<file path="src/rtl/hazard_pkg.sv">
// Shared types and constants for the RV32I hazard/forwarding controller.
// Optional build macro HAZARD_PERF_CNT_EN (see hazard_fwd_ctrl.sv) enables the stall/flush counters.
package hazard_pkg;

    // Forwarding mux select for SrcA/SrcB in the execute stage.
    typedef enum logic [1:0] {
        FWD_RF  = 2'b00,
        FWD_WB  = 2'b01,
        FWD_MEM = 2'b10
    } fwd_sel_t;

    // Controller state: running normally or frozen waiting for a D-cache refill.
    typedef enum logic {
        RUN       = 1'b0,
        MISS_WAIT = 1'b1
    } hz_state_t;

    // ResultSrc encoding that identifies a load in the execute stage.
    localparam logic [1:0] LOAD_RESULTSRC = 2'b01;

    // True when the execute-stage instruction takes its result from memory.
    function automatic logic is_load(input logic [1:0] result_src);
        return (result_src == LOAD_RESULTSRC);
    endfunction

endpackage

</file>
<file path="src/rtl/hazard_fwd_ctrl_if.sv">
// Pipeline <-> hazard controller signal bundle.
// With HAZARD_PERF_CNT_EN defined the bundle also carries the 32-bit performance counters.
interface hazard_fwd_ctrl_if #(
    parameter int REG_AW = 5
);
    logic [REG_AW-1:0] Rs1D;
    logic [REG_AW-1:0] Rs2D;
    logic [REG_AW-1:0] Rs1E;
    logic [REG_AW-1:0] Rs2E;
    logic [REG_AW-1:0] RdE;
    logic              RegWriteE;
    logic [1:0]        ResultSrcE;
    logic              PCSrcE;
    logic              CacheMissM;
    logic              CacheReadyM;

    logic [1:0]        ForwardAE;
    logic [1:0]        ForwardBE;
    logic              StallF;
    logic              StallD;
    logic              StallE;
    logic              StallM;
    logic              StallW;
    logic              FlushD;
    logic              FlushE;
    logic              MissTimeout;

`ifdef HAZARD_PERF_CNT_EN
    logic [31:0]       LoadStallCnt;
    logic [31:0]       MissStallCnt;
    logic [31:0]       FlushCnt;

    // Pipeline side: supplies register indices and events, consumes controls.
    modport master (
        output Rs1D, Rs2D, Rs1E, Rs2E, RdE, RegWriteE, ResultSrcE, PCSrcE, CacheMissM, CacheReadyM,
        input  ForwardAE, ForwardBE, StallF, StallD, StallE, StallM, StallW, FlushD, FlushE,
        input  MissTimeout, LoadStallCnt, MissStallCnt, FlushCnt
    );

    // Controller side.
    modport slave (
        input  Rs1D, Rs2D, Rs1E, Rs2E, RdE, RegWriteE, ResultSrcE, PCSrcE, CacheMissM, CacheReadyM,
        output ForwardAE, ForwardBE, StallF, StallD, StallE, StallM, StallW, FlushD, FlushE,
        output MissTimeout, LoadStallCnt, MissStallCnt, FlushCnt
    );
`else
    // Pipeline side: supplies register indices and events, consumes controls.
    modport master (
        output Rs1D, Rs2D, Rs1E, Rs2E, RdE, RegWriteE, ResultSrcE, PCSrcE, CacheMissM, CacheReadyM,
        input  ForwardAE, ForwardBE, StallF, StallD, StallE, StallM, StallW, FlushD, FlushE,
        input  MissTimeout
    );

    // Controller side.
    modport slave (
        input  Rs1D, Rs2D, Rs1E, Rs2E, RdE, RegWriteE, ResultSrcE, PCSrcE, CacheMissM, CacheReadyM,
        output ForwardAE, ForwardBE, StallF, StallD, StallE, StallM, StallW, FlushD, FlushE,
        output MissTimeout
    );
`endif

endinterface

</file>
<file path="src/rtl/hazard_dst_pipe.sv">
// Shadow copy of the destination register / write-enable of the M and W stages,
// so forwarding decisions do not depend on the datapath's own pipeline registers.
module hazard_dst_pipe #(
    parameter int REG_AW = 5
) (
    input  logic              clk,
    input  logic              rst,
    input  logic              stall_m,
    input  logic              flush_e,
    input  logic [REG_AW-1:0] rd_e,
    input  logic              reg_write_e,
    output logic [REG_AW-1:0] rd_m,
    output logic              reg_write_m,
    output logic [REG_AW-1:0] rd_w,
    output logic              reg_write_w
);

    logic [REG_AW-1:0] rd_m_r;
    logic [REG_AW-1:0] rd_w_r;
    logic              reg_write_m_r;
    logic              reg_write_w_r;

    // Advance E->M->W unless memory is stalled; a flushed E instruction enters M as a non-writer.
    always_ff @(posedge clk) begin
        if (rst) begin
            rd_m_r        <= {REG_AW{1'b0}};
            rd_w_r        <= {REG_AW{1'b0}};
            reg_write_m_r <= 1'b0;
            reg_write_w_r <= 1'b0;
        end else if (!stall_m) begin
            rd_m_r        <= rd_e;
            reg_write_m_r <= reg_write_e & ~flush_e;
            rd_w_r        <= rd_m_r;
            reg_write_w_r <= reg_write_m_r;
        end else begin
            rd_m_r        <= rd_m_r;
            reg_write_m_r <= reg_write_m_r;
            rd_w_r        <= rd_w_r;
            reg_write_w_r <= reg_write_w_r;
        end
    end

    assign rd_m        = rd_m_r;
    assign reg_write_m = reg_write_m_r;
    assign rd_w        = rd_w_r;
    assign reg_write_w = reg_write_w_r;

endmodule

</file>
<file path="src/rtl/hazard_fwd_ctrl.sv">
// Hazard / forwarding controller for the 5-stage RV32I pipeline: forwarding selects,
// load-use stall, branch flush and a full freeze while a D-cache miss is outstanding.
// Optional build macro HAZARD_PERF_CNT_EN adds LoadStallCnt/MissStallCnt/FlushCnt.
module hazard_fwd_ctrl
    import hazard_pkg::*;
#(
    parameter int         REG_AW       = 5,
    parameter logic [7:0] MISS_TIMEOUT = 8'd255
) (
    input logic             clk,
    input logic             rst,
    hazard_fwd_ctrl_if.slave hz
);

    hz_state_t         state_r;
    hz_state_t         state_nxt_s;
    logic [7:0]        miss_cnt_r;
    logic              timeout_r;

    logic [REG_AW-1:0] rd_m_s;
    logic [REG_AW-1:0] rd_w_s;
    logic              reg_write_m_s;
    logic              reg_write_w_s;

    logic              lw_stall_s;
    logic              freeze_s;
    fwd_sel_t          fwd_a_s;
    fwd_sel_t          fwd_b_s;
    logic              stall_fd_s;
    logic              stall_emw_s;
    logic              flush_d_s;
    logic              flush_e_s;

    // Newest producer wins: M-stage result before writeback, x0 never forwarded.
    function automatic fwd_sel_t fwd_pick(
        input logic [REG_AW-1:0] rs,
        input logic [REG_AW-1:0] rd_m,
        input logic              we_m,
        input logic [REG_AW-1:0] rd_w,
        input logic              we_w
    );
        fwd_sel_t sel;
        if (we_m && (rd_m != {REG_AW{1'b0}}) && (rd_m == rs)) begin
            sel = FWD_MEM;
        end else if (we_w && (rd_w != {REG_AW{1'b0}}) && (rd_w == rs)) begin
            sel = FWD_WB;
        end else begin
            sel = FWD_RF;
        end
        return sel;
    endfunction

    hazard_dst_pipe #(
        .REG_AW (REG_AW)
    ) u_dst_pipe (
        .clk         (clk),
        .rst         (rst),
        .stall_m     (stall_emw_s),
        .flush_e     (flush_e_s),
        .rd_e        (hz.RdE),
        .reg_write_e (hz.RegWriteE),
        .rd_m        (rd_m_s),
        .reg_write_m (reg_write_m_s),
        .rd_w        (rd_w_s),
        .reg_write_w (reg_write_w_s)
    );

    // Miss FSM state register.
    always_ff @(posedge clk) begin
        if (rst) begin
            state_r <= RUN;
        end else begin
            state_r <= state_nxt_s;
        end
    end

    // Miss FSM next state: enter on a miss, leave on the refill-ready cycle.
    always_comb begin
        state_nxt_s = state_r;
        case (state_r)
            RUN: begin
                if (hz.CacheMissM) begin
                    state_nxt_s = MISS_WAIT;
                end else begin
                    state_nxt_s = RUN;
                end
            end
            MISS_WAIT: begin
                if (hz.CacheReadyM) begin
                    state_nxt_s = RUN;
                end else begin
                    state_nxt_s = MISS_WAIT;
                end
            end
            default: state_nxt_s = RUN;
        endcase
    end

    // Saturating count of waiting cycles; cleared whenever the controller returns to RUN.
    always_ff @(posedge clk) begin
        if (rst) begin
            miss_cnt_r <= 8'd0;
        end else if (state_nxt_s == RUN) begin
            miss_cnt_r <= 8'd0;
        end else if ((state_r == MISS_WAIT) && (miss_cnt_r != 8'hFF)) begin
            miss_cnt_r <= miss_cnt_r + 8'd1;
        end else begin
            miss_cnt_r <= miss_cnt_r;
        end
    end

    // Sticky timeout flag: once the wait hits the limit it stays set until reset.
    always_ff @(posedge clk) begin
        if (rst) begin
            timeout_r <= 1'b0;
        end else if ((state_r == MISS_WAIT) && (miss_cnt_r == MISS_TIMEOUT)) begin
            timeout_r <= 1'b1;
        end else begin
            timeout_r <= timeout_r;
        end
    end

    // Load-use detection and freeze condition (freeze applies in the miss cycle itself).
    always_comb begin
        lw_stall_s = is_load(hz.ResultSrcE) && hz.RegWriteE && (hz.RdE != {REG_AW{1'b0}}) &&
                     ((hz.RdE == hz.Rs1D) || (hz.RdE == hz.Rs2D));
        freeze_s   = ((state_r == RUN) && hz.CacheMissM) || (state_r == MISS_WAIT);
    end

    // Stage controls and forwarding selects; freeze overrides load-use and branch handling.
    always_comb begin
        fwd_a_s     = FWD_RF;
        fwd_b_s     = FWD_RF;
        stall_fd_s  = 1'b0;
        stall_emw_s = 1'b0;
        flush_d_s   = 1'b0;
        flush_e_s   = 1'b0;
        if (rst) begin
            fwd_a_s = FWD_RF;
        end else begin
            fwd_a_s = fwd_pick(hz.Rs1E, rd_m_s, reg_write_m_s, rd_w_s, reg_write_w_s);
            fwd_b_s = fwd_pick(hz.Rs2E, rd_m_s, reg_write_m_s, rd_w_s, reg_write_w_s);
            if (freeze_s) begin
                stall_fd_s  = 1'b1;
                stall_emw_s = 1'b1;
            end else begin
                stall_fd_s  = lw_stall_s & ~hz.PCSrcE;
                flush_d_s   = hz.PCSrcE;
                flush_e_s   = lw_stall_s | hz.PCSrcE;
            end
        end
    end

    assign hz.ForwardAE   = fwd_a_s;
    assign hz.ForwardBE   = fwd_b_s;
    assign hz.StallF      = stall_fd_s;
    assign hz.StallD      = stall_fd_s;
    assign hz.StallE      = stall_emw_s;
    assign hz.StallM      = stall_emw_s;
    assign hz.StallW      = stall_emw_s;
    assign hz.FlushD      = flush_d_s;
    assign hz.FlushE      = flush_e_s;
    assign hz.MissTimeout = timeout_r & ~rst;

`ifdef HAZARD_PERF_CNT_EN
    logic [31:0] load_stall_cnt_r;
    logic [31:0] miss_stall_cnt_r;
    logic [31:0] flush_cnt_r;

    // Free-running event counters, wrapping at 2^32.
    always_ff @(posedge clk) begin
        if (rst) begin
            load_stall_cnt_r <= 32'd0;
            miss_stall_cnt_r <= 32'd0;
            flush_cnt_r      <= 32'd0;
        end else begin
            load_stall_cnt_r <= load_stall_cnt_r + {31'd0, (lw_stall_s & ~freeze_s)};
            miss_stall_cnt_r <= miss_stall_cnt_r + {31'd0, freeze_s};
            flush_cnt_r      <= flush_cnt_r + {31'd0, (hz.PCSrcE & ~freeze_s)};
        end
    end

    assign hz.LoadStallCnt = load_stall_cnt_r;
    assign hz.MissStallCnt = miss_stall_cnt_r;
    assign hz.FlushCnt     = flush_cnt_r;
`endif

endmodule

</file>
<file path="src/flat_wrapper.sv">
// flat-port wrapper written by rule: the top's interface ports become plain ports
module hazard_fwd_ctrl_flat import hazard_pkg::*;
#(
    parameter int         REG_AW       = 5,
    parameter logic [7:0] MISS_TIMEOUT = 8'd255
)
  (clk, rst, hz_Rs1D, hz_Rs2D, hz_Rs1E, hz_Rs2E, hz_RdE, hz_RegWriteE, hz_ResultSrcE, hz_PCSrcE, hz_CacheMissM, hz_CacheReadyM, hz_ForwardAE, hz_ForwardBE, hz_StallF, hz_StallD, hz_StallE, hz_StallM, hz_StallW, hz_FlushD, hz_FlushE, hz_MissTimeout);
  hazard_fwd_ctrl_if #(.REG_AW(REG_AW)) hz_i ();
  input logic clk;
  input logic rst;
  input wire logic [$bits(hz_i.Rs1D)-1:0] hz_Rs1D;
  input wire logic [$bits(hz_i.Rs2D)-1:0] hz_Rs2D;
  input wire logic [$bits(hz_i.Rs1E)-1:0] hz_Rs1E;
  input wire logic [$bits(hz_i.Rs2E)-1:0] hz_Rs2E;
  input wire logic [$bits(hz_i.RdE)-1:0] hz_RdE;
  input wire logic [$bits(hz_i.RegWriteE)-1:0] hz_RegWriteE;
  input wire logic [$bits(hz_i.ResultSrcE)-1:0] hz_ResultSrcE;
  input wire logic [$bits(hz_i.PCSrcE)-1:0] hz_PCSrcE;
  input wire logic [$bits(hz_i.CacheMissM)-1:0] hz_CacheMissM;
  input wire logic [$bits(hz_i.CacheReadyM)-1:0] hz_CacheReadyM;
  output wire logic [$bits(hz_i.ForwardAE)-1:0] hz_ForwardAE;
  output wire logic [$bits(hz_i.ForwardBE)-1:0] hz_ForwardBE;
  output wire logic [$bits(hz_i.StallF)-1:0] hz_StallF;
  output wire logic [$bits(hz_i.StallD)-1:0] hz_StallD;
  output wire logic [$bits(hz_i.StallE)-1:0] hz_StallE;
  output wire logic [$bits(hz_i.StallM)-1:0] hz_StallM;
  output wire logic [$bits(hz_i.StallW)-1:0] hz_StallW;
  output wire logic [$bits(hz_i.FlushD)-1:0] hz_FlushD;
  output wire logic [$bits(hz_i.FlushE)-1:0] hz_FlushE;
  output wire logic [$bits(hz_i.MissTimeout)-1:0] hz_MissTimeout;
  assign hz_i.Rs1D = hz_Rs1D;
  assign hz_i.Rs2D = hz_Rs2D;
  assign hz_i.Rs1E = hz_Rs1E;
  assign hz_i.Rs2E = hz_Rs2E;
  assign hz_i.RdE = hz_RdE;
  assign hz_i.RegWriteE = hz_RegWriteE;
  assign hz_i.ResultSrcE = hz_ResultSrcE;
  assign hz_i.PCSrcE = hz_PCSrcE;
  assign hz_i.CacheMissM = hz_CacheMissM;
  assign hz_i.CacheReadyM = hz_CacheReadyM;
  assign hz_ForwardAE = hz_i.ForwardAE;
  assign hz_ForwardBE = hz_i.ForwardBE;
  assign hz_StallF = hz_i.StallF;
  assign hz_StallD = hz_i.StallD;
  assign hz_StallE = hz_i.StallE;
  assign hz_StallM = hz_i.StallM;
  assign hz_StallW = hz_i.StallW;
  assign hz_FlushD = hz_i.FlushD;
  assign hz_FlushE = hz_i.FlushE;
  assign hz_MissTimeout = hz_i.MissTimeout;
  hazard_fwd_ctrl #(.REG_AW(REG_AW), .MISS_TIMEOUT(MISS_TIMEOUT)) u_core (.clk(clk), .rst(rst), .hz(hz_i));
endmodule
</file>
<file path="config.mk">
export PLATFORM = sky130hd
export DESIGN_NAME = hazard_fwd_ctrl_flat
export DESIGN_NICKNAME = d
export VERILOG_FILES = /design/src/rtl/hazard_pkg.sv /design/src/rtl/hazard_fwd_ctrl_if.sv /design/src/rtl/hazard_dst_pipe.sv /design/src/rtl/hazard_fwd_ctrl.sv /design/src/flat_wrapper.sv
export SDC_FILE = /design/constraint.sdc
export NUM_CORES = 1
export LEC_CHECK = 0
export BUFFER_PORTS_ARGS = -buffer_cell sky130_fd_sc_hd__buf_2
export CAP_MARGIN = 15
export CORE_MARGIN = 3
export CORE_UTILIZATION = 49
export DETAILED_ROUTE_END_ITERATION = 6
export GPL_ROUTABILITY_DRIVEN = 0
export GPL_TIMING_DRIVEN = 0
export PLACE_DENSITY = 0.77
export SLEW_MARGIN = 40
export SYNTH_ARGS = -nofsm -noshare
export SYNTH_HDL_FRONTEND = slang
export SYNTH_SLANG_ARGS = --single-unit
</file>
<file path="constraint.sdc">
create_clock -name clk -period 5.1 [get_ports clk]
set_input_delay 1.02 -clock clk [delete_from_list [all_inputs] [get_ports clk]]
set_output_delay 1.02 -clock clk [all_outputs]
set_load 0.005 [all_outputs]
</file>
==> results.toml <==
[timing]
hold_slack_ns = 0.476
hold_viol_final = 0
finClkSkew_ns = 0.00739
slew_headroom_pct = 62.7
layout_min_cycle_time_ns = 3.41
fmax_mhz = 293
rsz0062_at_grt = "false"
period_share_pct = 66.9
fin_setup_tns_ns = 0
setup_slack_ns = 1.69
finalSetupViolCount = 0
slew_violations = 0
tightest_slew_ns = 0.555

[clock_network]
cts_sinks = 22
cts_buffers = 3
ctsResizeCount = 0
clkTransAtPathRegs_ns = 0.12
clk_latency_ns = 0.30
post_cts_buffers = 0
cts_hold_buf = 0
cts_htree_levels = 1
cts_tree = "built"
clk_path_buf_depth = 2
cts-root-buf = "clkbuf_4"

[floorplan]
die_area_um2 = 3330
coreArea_um2 = 2500
initial_core_util_pct = 52.5
die_h_um = 57.7
rows = 18
ios = 45
dieWidth_um = 57.7

[critical_path]
critPathLaunch = "rst"
r2r.worst_path.cells = 4
cp-end-kind = "output pin"
required_ns = 4.08
crit_chain = "clkbuf_1 > nor3_1 > buf_2 > nand2_1 > o21bai_1 > buf_2"
r2r_slack_ns = 3.53
reg2reg_from = "u_core.state_r"
start_kind = "input port"
cpPeakStageDelay_ns = 0.54
cp.arrival_ns = 2.39
reg2reg_to = "u_core.u_dst_pipe.rd_w[2]"
slowest_stage = "nor3_1"
critical_path_class = "input port to output pin"
timing.critical_path.mode_cell = "buf_2"
endpoint = "hz_FlushE"
crit_fanout = 10

[layout]
diodes = 0
nNetsFinal = 231
fin_area_um2 = 1600
fill_cells = 232
drive_gt1_share_pct = 29.1
syn_to_final_growth_pct = 22.0

[synth]
yosysTopAreaCellShare_pct = 33.6
avgSynthCellArea_um2 = 8.80
ys_types = 40
synth_area_leaders = "dfxtp_1, xor2_1, xnor2_1"
synthFlopType = "dfxtp_1"
synthCells = 149
syn_area_um2 = 1310
yosys-top-cells-count = "dfxtp_1, xor2_1, xnor2_1"
yosysMostFrequentCell = "dfxtp_1"
ys_ff_latch = 22
syn-num-nets = 183
synth_warnings = 0
synth-edff-count = 0
yosys.area.top_type = "dfxtp_1"
ys_async_sr_fraction_pct = 0
ys_seq_area_share_pct = 33.6

[power_and_ir_drop]
p_per_area_nw_per_um2 = 218
finalPower_mw = 0.349
p_leak_nw = 0.694
peakVddDrop_uv = 150

[global_routing]
grt_start_max_net_pins = 13
antenna_found_initial = 0
grt_pass1_wl_um = 4960
grt_pass1_vias = 1248
grt_usage_pct = 18.4
gr-total-overflow = 0

[min_path]
hold_class = "flop to flop"
hp-start = "u_core.timeout_r"

[placement]
dpl.hpwl_um = 2330
dpl-instance-area_um2 = 1560
post-place-ws_ns = 1.69
port_buffers = 43

[routing]
postRouteAntennaNets = 0
drt_iter0_drc = 37
remaining_drc_errors = 0
wirelength_um = 2930
vias = 1278
viasPerCell = 5.65
post_drt_wl_per_cell_um = 13.0
drt_pass1_iterations = 4

[run_status]
outcome = "finished, final reports clean"

[job]
cap_violations = 0
==> metrics by stage <==
stage	utilization (%)	std cells
2_1_floorplan	-	149
3_3_place_gp	62.6	222
3_5_place_dp	62.6	222
4_1_cts	64.0	226
5_1_grt	64.0	226
6_report	64.0	226
==> cell usage in the layout (no fill, tap or decap), types with 4 or more instances in the layout <==
master,count
a22o_1,9
buf_2,44
dfxtp_1,22
nand2_1,9
nand3_1,4
nand4_1,4
nor2_1,14
nor3_1,8
xnor2_1,15
xor2_1,20
==> cells by family after synthesis <==
family	after synthesis	share of synthesized area (%)
AOI/OAI and AO/OA	28	16.7
xor gates and xnor gates	35	23.4
adders and majority gates	1	0.954
buffers and inverters	9	3.53
DFF	22	33.6
muxes	1	0.763
and+or+nand+nor	53	21.1
==> how the worst min path moves through the flow <==
| stage | end | cells past startpoint |
|---|---|---|
| 2_1_floorplan | u_core.timeout_r | 2 |
| 3_3_place_gp | u_core.timeout_r | 2 |
| 3_5_place_dp | u_core.timeout_r | 2 |
| 4_1_cts | u_core.timeout_r | 2 |
| 5_1_grt | u_core.u_dst_pipe.reg_write_w | 1 |
| 6_report | u_core.timeout_r | 2 |
==> state kept, by name, indices dropped and copies added, names as in the netlist <==
signal	cells
u_core.u_dst_pipe.rd_m	5
u_core.u_dst_pipe.reg_write_m	1
u_core.u_dst_pipe.reg_write_w	1
u_core.miss_cnt_r	8
u_core.timeout_r	1
u_core.state_r	1
u_core.u_dst_pipe.rd_w	5
==> routing by layer <==
metal	wire length, um	global-route usage, %	vias up
li1	-	-	633
met1	1320	23.5	597
met2	1400	30.6	44
met3	172	2.00	4
met4	36	8.94	0
met5	0	0	-
==> critical path, delay by kind of cell <==
kind	cells	cell delay, ns
AO/OA/AOI/OAI	1	0.12
buffers and inverters	3	0.64
AND/OR/NAND/NOR	2	0.62
==> power by group <==
part	internal, mW	switching, mW
Sequential	0.178	0.00902
Clock	0.0435	0.0499
Combinational	0.0352	0.0334
Total	0.256	0.0924
==> final cells by class <==
type | count | area [um^2] | share of cell area [%]
Sequential cell | 22 | 440 | 27.5
Tap cell | 30 | 37.5 | 2.35
Clock buffer | 4 | 36.3 | 2.27
Multi-Input combinational cell | 118 | 825 | 51.5
Buffer | 7 | 38.8 | 2.42
Timing Repair Buffer | 43 | 215 | 13.4
Inverter | 2 | 7.51 | 0.469
No activity file was read; power rests on OpenSTA's default activity.
